File: src/rtl/whack_pkg.sv
// Shared types and constants for the whack-a-mole scoring block.
package whack_pkg;

  localparam int SCORE_W   = 10;
  localparam int SCORE_MAX = 999;
  localparam int MOLE_W    = 18;
  localparam int CNT_W     = 5;
  localparam int TIME_W    = 6;

  typedef enum logic [1:0] {
    IDLE = 2'd0,
    PLAY = 2'd1,
    OVER = 2'd2
  } state_t;

  // Adds a hit count to a score one bit wider than the score so that the
  // carry is visible, then clamps anything above SCORE_MAX.
  function automatic logic [SCORE_W-1:0] sat_add(
    input logic [SCORE_W-1:0] base,
    input logic [CNT_W-1:0]   inc
  );
    logic [SCORE_W:0] sum_s;
    sum_s = {1'b0, base} + {{(SCORE_W + 1 - CNT_W){1'b0}}, inc};
    if (sum_s > (SCORE_W + 1)'(SCORE_MAX)) begin
      sat_add = SCORE_W'(SCORE_MAX);
    end else begin
      sat_add = sum_s[SCORE_W-1:0];
    end
  endfunction

endpackage

File: src/rtl/whack_score_popcount18.sv
// Combinational population count of the 18 per-mole hit bits.
module popcount18
  import whack_pkg::*;
(
  input  logic [MOLE_W-1:0] bits,
  output logic [CNT_W-1:0]  count
);

  // Sum every hit bit into a 5-bit count (0..18).
  always_comb begin
    count = {CNT_W{1'b0}};
    for (int i = 0; i < MOLE_W; i++) begin
      count = count + {{(CNT_W - 1){1'b0}}, bits[i]};
    end
  end

endmodule

File: src/rtl/whack_score.sv
// Round timer, saturating score accumulator and high-score keeper for the
// whack-a-mole game. Hits flow through a two-stage pipeline (popcount, then
// saturating add) so the score lands two cycles after the hit pulses.
module whack_score
  import whack_pkg::*;
#(
  parameter int CLK_HZ       = 50_000_000,
  parameter int GAME_SECONDS = 30
) (
  input  logic                clk,
  input  logic                rst_n,
  input  logic                start,
  input  logic [MOLE_W-1:0]   hit_reg,
  output logic [SCORE_W-1:0]  score,
  output logic [SCORE_W-1:0]  high_score,
  output logic [TIME_W-1:0]   time_left,
  output logic                game_active,
  output logic                game_over
);

  localparam int                 DIV_W     = (CLK_HZ > 2) ? $clog2(CLK_HZ) : 1;
  localparam logic [DIV_W-1:0]   DIV_LAST  = DIV_W'(CLK_HZ - 1);
  localparam logic [TIME_W-1:0]  TIME_LOAD = TIME_W'(GAME_SECONDS);

  state_t              state_r;
  logic [DIV_W-1:0]    div_r;
  logic [TIME_W-1:0]   time_r;
  logic [SCORE_W-1:0]  score_r;
  logic [SCORE_W-1:0]  high_r;
  logic [CNT_W-1:0]    cnt_s;
  logic [CNT_W-1:0]    cnt_r;
  logic                vld_r;
  logic                launch_s;

  // A round may only be launched from IDLE or OVER; start during PLAY is ignored.
  assign launch_s = start && ((state_r == IDLE) || (state_r == OVER));

  popcount18 u_popcount (
    .bits  (hit_reg),
    .count (cnt_s)
  );

  // Game FSM with the one-second tick divider and the seconds countdown.
  always_ff @(posedge clk) begin
    if (!rst_n) begin
      state_r <= IDLE;
      div_r   <= {DIV_W{1'b0}};
      time_r  <= {TIME_W{1'b0}};
    end else begin
      case (state_r)
        IDLE: begin
          if (start) begin
            state_r <= PLAY;
            div_r   <= {DIV_W{1'b0}};
            time_r  <= TIME_LOAD;
          end
        end
        PLAY: begin
          if (div_r == DIV_LAST) begin
            div_r <= {DIV_W{1'b0}};
            if (time_r > 6'd1) begin
              time_r <= time_r - 6'd1;
            end else begin
              time_r  <= {TIME_W{1'b0}};
              state_r <= OVER;
            end
          end else begin
            div_r <= div_r + DIV_W'(1);
          end
        end
        OVER: begin
          if (start) begin
            state_r <= PLAY;
            div_r   <= {DIV_W{1'b0}};
            time_r  <= TIME_LOAD;
          end
        end
        default: begin
          state_r <= IDLE;
          div_r   <= {DIV_W{1'b0}};
          time_r  <= {TIME_W{1'b0}};
        end
      endcase
    end
  end

  // Stage 1: register the hit count, tagged valid only if sampled in PLAY.
  always_ff @(posedge clk) begin
    if (!rst_n) begin
      cnt_r <= {CNT_W{1'b0}};
      vld_r <= 1'b0;
    end else begin
      cnt_r <= cnt_s;
      vld_r <= (state_r == PLAY);
    end
  end

  // Stage 2: saturating score add; a new-round clear beats a pending late add.
  always_ff @(posedge clk) begin
    if (!rst_n) begin
      score_r <= {SCORE_W{1'b0}};
    end else if (launch_s) begin
      score_r <= {SCORE_W{1'b0}};
    end else if (vld_r) begin
      score_r <= sat_add(score_r, cnt_r);
    end
  end

  // Track the best score while OVER; compares the pre-clear score on a relaunch.
  always_ff @(posedge clk) begin
    if (!rst_n) begin
      high_r <= {SCORE_W{1'b0}};
    end else if ((state_r == OVER) && (score_r > high_r)) begin
      high_r <= score_r;
    end
  end

  assign score       = score_r;
  assign high_score  = high_r;
  assign time_left   = time_r;
  assign game_active = (state_r == PLAY);
  assign game_over   = (state_r == OVER);

endmodule
File: config.mk
export PLATFORM = sky130hd
export DESIGN_NAME = whack_score
export DESIGN_NICKNAME = d
export VERILOG_FILES = /design/src/rtl/whack_pkg.sv /design/src/rtl/whack_score_popcount18.sv /design/src/rtl/whack_score.sv
export SDC_FILE = /design/constraint.sdc
export NUM_CORES = 1
export LEC_CHECK = 0
export ABC_AREA = 0
export BUFFER_PORTS_ARGS = -buffer_cell sky130_fd_sc_hd__buf_4
export CAP_MARGIN = 30
export CORE_UTILIZATION = 45
export DETAILED_ROUTE_END_ITERATION = 8
export PLACE_DENSITY = 0.76
export SLEW_MARGIN = 25
export SYNTH_ARGS = -nofsm -noshare
export SYNTH_HDL_FRONTEND = slang
export SYNTH_SLANG_ARGS = --single-unit
File: constraint.sdc
create_clock -name clk -period 4.8 [get_ports clk]
set_clock_uncertainty 0.05 [all_clocks]
set_input_delay 0.24 -clock clk [delete_from_list [all_inputs] [get_ports clk]]
set_output_delay 0.24 -clock clk [all_outputs]
set_load 0.005 [all_outputs]
==> flow_summary.ini <==
[floorplan]
num_rows = 32
core-area_sq_mm = 0.007807
ios = 49
dieWidth_um = 92.48
die_area_sq_mm = 0.008552
start_util = 0.4718
die_h_um = 92.48

[sta]
final_hold_viol_count = 0
whs_ns = 0.2139
relSlewSlack = 0.5327
fmax_ghz = 0.2878
slew_viol_final = 0
fin_crit_ns = 3.475
worst_pin_slew_ns = 0.6958
post-route-period-util = 0.7240
fin_tns_setup_ns = 0
setup_violations = 0
rsz0062_at_grt = false

[grt]
antenna_found_initial = 0
grt_pass1_vias = 3172
grtUsageTotal = 0.2058
grt_pass1_wl_mm = 13.94
grt_max_degree = 43
grt_overflow = 0

[setup_path]
cpPeakStageDelay_ns = 0.55
reg2regPathDepth = 7
cpLargestDelayFamily = adder cells
critPathMaxFanout = 2
cp_data_required_time_ns = 4.98
cp.depth = 11
startpoint_type = input port
rr_endpoint = div_r[14]
path_buf_inv = 3
cp-startpoint = hit_reg[0]
crit_path_end = cnt_r[1]
path_cells = buf_4 > ha_1 > inv_1 > fa_1 > fa_1 > fa_1 > fa_1 > fa_1 > inv_1 > fa_1 > and2_1
crit_path_end_kind = flop
cp_data_arrival_time_ns = 3.65
path_class = input port to flop
r2r_slack_ns = 1.99
timing.rr.start = div_r[0]
cp_slowest_cell = fa_1
cp_common_cell = fa_1

[cts]
postCtsSetupRepairBufs = 0
cts_buffer_depth = 2
cts-root-buf = clkbuf_8
cts_tree = built
htree_num_levels = 3
cts_buffers = 9
cts_hold_buf = 0
insertion_delay_ns = 0.34
cts.sinks = 60
path_clk_slew_ns = 0.07
ctsResizeCount = 0

[worst_hold_path]
hp-class = input port to flop

[power_and_ir_drop]
power_density_mw_per_mm2 = 301.3
ir_drop_mv = 0.1738
power.total_mw = 1.304
power_leakage_nw = 1.799

[job]
maxCapViolations = 0

[route]
vias = 3164
drt-wirelength-per-cell_um = 13.49
drtPass1Iterations = 5
vias_per_cell = 5.327
drtAntennaViolNets = 0
drtIter0Drc = 130
drt_wl_total_mm = 8.012
drc = 0

[outcome]
status = finished clean

[layout]
design_area_sq_mm = 0.004327
syn2layout_area_growth_pct = 17.46
antennaDiodeCount = 0
nFillCells = 721
drive_gt1_frac = 0.1484
stdcell_count = 594
final_net_count = 544

[yosys]
synth_nets = 498
synth_top_flop_cell = dfxtp_1
ys_warn_count = 0
synthCells = 441
synth_edf_count = 0
synth.top_cell.area_share = 0.3261
netlist_top_cells_count = dfxtp_1, inv_1, nand2_1, nor2_1, ha_1
synthArstFlopShare = 0
synth_seq_area_share = 0.3261
syn_area_per_cell_sq_um = 8.353
synth_cell_types = 54
syn_area_sq_mm = 0.003684
synth.most_common_cell = dfxtp_1
synth.largest_area_cell = dfxtp_1
synthTopCellsByArea = dfxtp_1, ha_1, fa_1, inv_1, nand2_1
ys_ff_latch = 60

[place]
dpl.cell_count = 578
hpwl_mm = 6.026
place_congestion = 0.9041
place_area_sq_mm = 0.004124
io_buffers = 48
==> cell families after synthesis <==
group | count (synthesis) | share of synthesized area
and+or+nand+nor | 171 | 0.2357
buffers and inverters | 62 | 0.06522
adders and majority gates | 36 | 0.1488
DFF | 60 | 0.3261
xor gates and xnor gates | 22 | 0.05231
AOI/OAI and AO/OA | 76 | 0.1338
muxes | 14 | 0.03804
==> metal layers <==
| metal | vias up | track usage | routed length, um |
|---|---|---|---|
| li1 | 1604 | - | - |
| met1 | 1465 | 0.2474 | 3615 |
| met2 | 84 | 0.3537 | 3835 |
| met3 | 11 | 0.04105 | 454 |
| met4 | 0 | 0.09115 | 107 |
| met5 | - | 0 | 0 |
==> per-stage QoR <==
stage / utilization / worst slack [ns]
after floorplan: - / 1.236
after global placement: 0.5276 / 1.078
after detailed placement: 0.5282 / 0.9521
after CTS: 0.5542 / 1.312
after global routing: 0.5542 / 1.196
final: 0.5542 / 1.325
==> worst min-delay path by stage <==
stage,startpoint,end,slack [ns],depth (start not counted)
after CTS,start,time_left[4],0.20,3
after global placement,div_r[23],div_r[23],0.39,1
after detailed placement,div_r[1],div_r[1],0.42,2
after floorplan,start,time_left[4],0.38,2
final,start,time_left[4],0.21,3
after global routing,start,time_left[4],0.23,3
==> tightest hold or removal path: cells and delay by family <==
kind | cells | cell delay, ns
simple gates | 1 | 0.10
compound gates | 1 | 0.09
buf+inv | 1 | 0.12
==> report_power, final <==
part	internal, mW	switching [mW]
clock	0.266	0.195
combinational	0.144	0.160
sequential	0.522	0.0173
total	0.932	0.372
==> layout by cell type, fill, tap and decap left out, types with 13 or more instances in the layout <==
cell / instances
ha_1: 23
nand2_1: 48
dfxtp_1: 60
inv_1: 48
nor2_1: 39
a21oi_1: 21
nand3_1: 17
fa_1: 13
mux2i_1: 14
buf_4: 49
==> final cells by class <==
class	count	area, sq um	area share
clock buffer	12	155.1	0.03586
clock inverter	4	47.55	0.01099
inverter	48	180.2	0.04164
multi-input combinational	319	2247	0.5194
sequential	60	1201	0.2776
tap	102	127.6	0.02950
timing repair buffer	49	367.9	0.08502
==> flip-flops by register name, indices dropped and copies added (netlist names) <==
register and count:
cnt_r 5, div_r 26, high_score 10, score 10, state_r 2, time_left 6, vld_r 1
Note: power is estimated with default switching activity, not from simulation.
